<file path="src/rtl/tick_div.sv">
// Multi-channel programmable tick generator: one-cycle strobe every N+1 cycles per channel.
// Define TICK_DIV_FRAC_EN to add a 16-bit fractional increment per channel (wr_frac port).
module tick_div #(
  parameter int unsigned NCH            = 4,
  parameter int unsigned CW             = 20,
  parameter int unsigned DEFAULT_PERIOD = 833333,
  localparam int unsigned ChW           = (NCH > 1) ? $clog2(NCH) : 1
) (
  input  logic           clk,
  input  logic           reset_n,
  input  logic [NCH-1:0] en,
  input  logic           sync,
  input  logic           wr_en,
  input  logic [ChW-1:0] wr_ch,
  input  logic [CW-1:0]  wr_period,
`ifdef TICK_DIV_FRAC_EN
  input  logic [15:0]    wr_frac,
`endif
  output logic [NCH-1:0] tick
);

  for (genvar ch = 0; ch < NCH; ch++) begin : g_ch
    logic [CW-1:0] cnt_q, cnt_d;
    logic [CW-1:0] per_q, per_d;
    logic [CW-1:0] pend_q, pend_d;
    logic          pv_q, pv_d;
    logic          tick_q, tick_d;
    logic          wr_hit;
    logic          stretch;
    logic [CW-1:0] wrap_per;
    logic [CW-1:0] sync_per;

    // Out-of-range wr_ch values match no channel and are dropped.
    assign wr_hit   = wr_en && (32'(wr_ch) == ch);
    // A write landing on the wrap edge takes effect at that wrap.
    assign wrap_per = wr_hit ? wr_period : (pv_q ? pend_q : per_q);
    assign sync_per = pv_q ? pend_q : per_q;

`ifdef TICK_DIV_FRAC_EN
    logic [15:0] frac_q, frac_d;
    logic [15:0] fpend_q, fpend_d;
    logic [15:0] acc_q, acc_d;
    logic        x_q, x_d;
    logic [15:0] wrap_frac;

    assign wrap_frac = wr_hit ? wr_frac : (pv_q ? fpend_q : frac_q);
    assign stretch   = x_q;
`else
    assign stretch   = 1'b0;
`endif

    always_comb begin
      cnt_d  = cnt_q;
      per_d  = per_q;
      pend_d = pend_q;
      pv_d   = pv_q;
      tick_d = 1'b0;
`ifdef TICK_DIV_FRAC_EN
      frac_d  = frac_q;
      fpend_d = fpend_q;
      acc_d   = acc_q;
      x_d     = x_q;
`endif
      if (wr_hit) begin
        pend_d = wr_period;
        pv_d   = 1'b1;
`ifdef TICK_DIV_FRAC_EN
        fpend_d = wr_frac;
`endif
      end

      if (sync) begin
        cnt_d = '0;
        per_d = sync_per;
        pv_d  = wr_hit;
`ifdef TICK_DIV_FRAC_EN
        frac_d = pv_q ? fpend_q : frac_q;
        acc_d  = '0;
        x_d    = 1'b0;
`endif
      end else if (!en[ch]) begin
        // Frozen: counter and pending state hold, phase is preserved.
      end else if ((cnt_q == per_q) && stretch) begin
        // Carry from the accumulator: spend one extra cycle before the wrap.
`ifdef TICK_DIV_FRAC_EN
        x_d = 1'b0;
`endif
      end else if (cnt_q == per_q) begin
        cnt_d  = '0;
        tick_d = 1'b1;
        per_d  = wrap_per;
        pv_d   = 1'b0;
`ifdef TICK_DIV_FRAC_EN
        frac_d       = wrap_frac;
        {x_d, acc_d} = 17'(acc_q) + 17'(wrap_frac);
`endif
      end else begin
        cnt_d = cnt_q + CW'(1);
      end
    end

    always_ff @(posedge clk or negedge reset_n) begin
      if (!reset_n) begin
        cnt_q  <= '0;
        per_q  <= CW'(DEFAULT_PERIOD);
        pend_q <= '0;
        pv_q   <= 1'b0;
        tick_q <= 1'b0;
      end else begin
        cnt_q  <= cnt_d;
        per_q  <= per_d;
        pend_q <= pend_d;
        pv_q   <= pv_d;
        tick_q <= tick_d;
      end
    end

`ifdef TICK_DIV_FRAC_EN
    always_ff @(posedge clk or negedge reset_n) begin
      if (!reset_n) begin
        frac_q  <= '0;
        fpend_q <= '0;
        acc_q   <= '0;
        x_q     <= 1'b0;
      end else begin
        frac_q  <= frac_d;
        fpend_q <= fpend_d;
        acc_q   <= acc_d;
        x_q     <= x_d;
      end
    end
`endif

    assign tick[ch] = tick_q;
  end

endmodule
</file>
<file path="config.mk">
export PLATFORM = sky130hd
export DESIGN_NAME = tick_div
export DESIGN_NICKNAME = d
export VERILOG_FILES = /design/src/rtl/tick_div.sv
export SDC_FILE = /design/constraint.sdc
export NUM_CORES = 1
export LEC_CHECK = 0
export CORE_MARGIN = 2
export CORE_UTILIZATION = 55
export DETAILED_ROUTE_END_ITERATION = 7
export PLACE_DENSITY = 0.75
export SLEW_MARGIN = 10
export SYNTH_ARGS = -nofsm -noshare
export SYNTH_HDL_FRONTEND = slang
export SYNTH_SLANG_ARGS = --single-unit
</file>
<file path="constraint.sdc">
create_clock -name clk -period 1.88 [get_ports clk]
set_clock_uncertainty 0.05 [all_clocks]
set_input_delay 0.282 -clock clk [delete_from_list [all_inputs] [get_ports clk]]
set_output_delay 0.282 -clock clk [all_outputs]
set_load 0.01 [all_outputs]
</file>
==> impl_metrics.toml <==
[global_route]
grt_pass1_vias = 10477
grt_usage_pct = 28.3
grt_busiest_layer = "met2"
grtUsageMet2_pct = 49.0
grt_overflow_total = 0
grt_util_met1_pct = 35.4
grt_pass1_wl_mm = 55.1
antenna_found_initial = 0
grt_max_degree = 69
met3_usage_pct = 4.76

[clock_network]
clk_pin_slew_ns = 0.06
cts_num_sinks = 248
cts_buffer_depth = 3
root_buffer = "clkbuf_16"
cts_made_buffers = 28
htree_levels = 1
cts_tree = "yes"
clock_latency_ns = 0.56

[finish]
syn_to_final_growth_pct = 30.9
nets = 1462
final_cell_area_um2 = 17100
layout-drive-gt1-share_pct = 38.4
layout_common_cells = "200 x dfrtp_1, 148 x buf_4, 142 x nor2_1"
antenna_cells = 0
n_fill_cell = 1585
layout_commonest_cell = "dfrtp_1"

[worst_setup_path]
start_kind = "flip-flop"
critPathRequiredTime_ns = 2.32
end_kind = "flip-flop"
r2r_cells = 7
cp.arrival_ns = 2.72
critical_path_class = "flip-flop to flip-flop"
cp_max_fo = 5

[power_and_ir_drop]
peakVddDrop_uv = 946
p_comb_share_pct = 19.7
swShare_pct = 27.3
clkPwrFrac_pct = 35.2
power.density_nw_per_um2 = 896
leakagePower_nw = 6.96
seq_power_share_pct = 45.2
power_switching_mw = 4.18
p_int_mw = 11.1

[sta]
slew_violations = 0
finalSetupViolCount = 162
worstMarginPinSlew_ns = 0.579
fmax_mhz = 438
rsz0062_at_grt = "true"
setup_ws_ns = -0.403
hold_violations = 0
slew_headroom_pct = 61.3
fin_crit_sh_pct = 121
fin_setup_tns_ns = -38.44
worst_hold_slack_ns = 0.182
fin_crit_ns = 2.28

[synth]
synth_top_family_by_area = "simple AND/OR/NAND/NOR gates"
synthesis.area_um2 = 13000
yosys.area.top_type = "dfrtp_1"
ys_ff_latch = 248
avgSynthCellArea_um2 = 10.7
synth_area_leaders = "dfrtp_1 38%, dfstp_2 9.7%, a22oi_2 7.7%"
synth.top_cell.area_share_pct = 38.4
ys_types = 49
synthXorXnorAreaFrac_pct = 9.47
yosys_warnings = 0
syn_nets = 1254
synth_compound_area_share_pct = 13.9
synth-simple-area-share_pct = 17.4
ys_seq_area_share_pct = 48.1
synthCells = 1220
synthMuxAreaShare_pct = 7.14
synthAdderAreaFrac_pct = 0.384

[run_status]
violations = "negative setup slack"
status = "complete, but fails checks"

[place]
port_buffers = 33
place_hpwl_mm = 20.4
gp_congestion = 0.829
placed_area_um2 = 14800

[route]
wl_per_cell_um = 20.5
vias_per_cell = 5.88
drt_iter0_drc = 837
wirelength_mm = 36.2
ant_nets = 0
vias = 10408
remaining_drc_errors = 0
drt_pre_antenna_iters = 5

[floorplan]
coreArea_um2 = 23400
num_rows = 56
die_width_um = 158
die_h_um = 158
ios = 34
die-area_um2 = 24900
start_util_pct = 55.7

[job]
drv_cap = 0

[min_path]
hold_path_class = "input port to asynchronous set/reset pin"
## sequential cells by signal, summed over array words and instances, names as in the netlist
| name | cells |
|---|---|
| g_ch.tick_q | 4 |
| g_ch.pend_q | 80 |
| g_ch.pv_q | 4 |
| g_ch.per_q | 80 |
| g_ch.cnt_q | 80 |
## cell families (layout without fill, tap and decap cells)
logic type,count (synthesis),after routing
AND/OR/NAND/NOR,430,442
flip-flops,248,248
AO/OA/AOI/OAI,218,218
XOR/XNOR,141,141
buffers and inverters,96,314
multiplexers,83,83
adder cells (fa/ha/maj),4,4
## layout make-up
cell class / instances / area [um2] / area share [%]
Inverter: 19 / 71.3 / 0.418
Sequential cell: 248 / 6270 / 36.7
Clock buffer: 48 / 876 / 5.13
Tap cell: 319 / 399 / 2.34
Multi-Input combinational cell: 888 / 6880 / 40.3
Clock inverter: 4 / 37.5 / 0.220
Timing Repair Buffer: 243 / 2530 / 14.8
## stage by stage
step           utilization, %  setup slack, ns  total power, mW  instances
2_1_floorplan               -           -0.141             8.76       1220
3_3_place_gp             63.1           -0.467             9.47       1658
3_5_place_dp             63.1           -0.514             9.60       1658
4_1_cts                  70.0           -0.260             15.1       1749
5_1_grt                  72.9           -0.484             15.9       1769
6_report                 72.9           -0.403             15.3       1769
## repair_timing
| item | in CTS | in global routing |
|---|---|---|
| hold buffers | 1 | 0 |
| setup endpoints to repair | 150 | 168 |
| resized for setup | 55 | 105 |
| gates cloned | 18 | 14 |
| hold endpoints to repair | 122 | 0 |
| setup buffers | 20 | 13 |
| pin swaps | 19 | 73 |
## power groups by stage
stage / clock network [mW] / registers [mW] / logic [mW]
6_report: 5.38 / 6.91 / 3.01
5_1_grt: 5.68 / 6.99 / 3.25
4_1_cts: 5.42 / 6.88 / 2.81
3_5_place_dp: 0 / 6.97 / 2.63
3_3_place_gp: 0 / 6.93 / 2.54
2_1_floorplan: 0 / 6.81 / 1.95
## Yosys cell counts (all sizes together)
master / n
dfrtp: 200
nor2: 164
o21ai: 97
xor2: 94
nand3b: 82
a22oi: 80
mux2: 80
nand2: 52
dfstp: 48
xnor2: 47
buf: 45
clkbuf: 32
nand3: 30
nor4: 29
nor3: 21
a21oi: 20
inv: 17
nand4: 14
and4: 6
o211ai: 6
and2: 5
and3: 5
nand2b: 5
ha: 4
nor2b: 4
o2111ai: 4
o31ai: 4
or4: 4
mux2i: 3
nor3b: 3
or3: 3
clkinv: 2
o2111a: 2
o211a: 2
a21boi: 1
and4b: 1
o22ai: 1
o311a: 1
or2: 1
or4b: 1
## path summary, 6_finish.rpt
check                                            endpoint  slack, ns                      startpoint
setup / recovery             g_ch[0].per_q[4]$_DFFE_PN1P_      -0.40    g_ch[0].per_q[4]$_DFFE_PN1P_
hold / removal               g_ch[3].cnt_q[2]$_DFFE_PN0P_       0.18                         reset_n
setup reg to reg             g_ch[0].per_q[4]$_DFFE_PN1P_      -0.40    g_ch[0].per_q[4]$_DFFE_PN1P_
hold reg to reg            g_ch[3].pend_q[19]$_DFFE_PN0P_       0.44  g_ch[3].pend_q[19]$_DFFE_PN0P_
max in group asynchronous    g_ch[2].per_q[9]$_DFFE_PN1P_       0.86                         reset_n
min in group clk             g_ch[3].cnt_q[1]$_DFFE_PN0P_       0.42                           en[3]
## layer usage
layer	up-vias	share of wire, %
met5	-	0
li1	4770	-
met1	5211	40
met4	0	3.8
met2	322	51
met3	105	5.4
## critical path, stage by stage (launching register included)
cell     delay (ns)
dfstp_2        0.57
xor2_2         0.10
nor4_2         0.38
buf_4          0.19
nand3_4        0.10
buf_4          0.17
or4_4          0.48
a22oi_2        0.18
No activity file was read; power rests on OpenSTA's default activity.
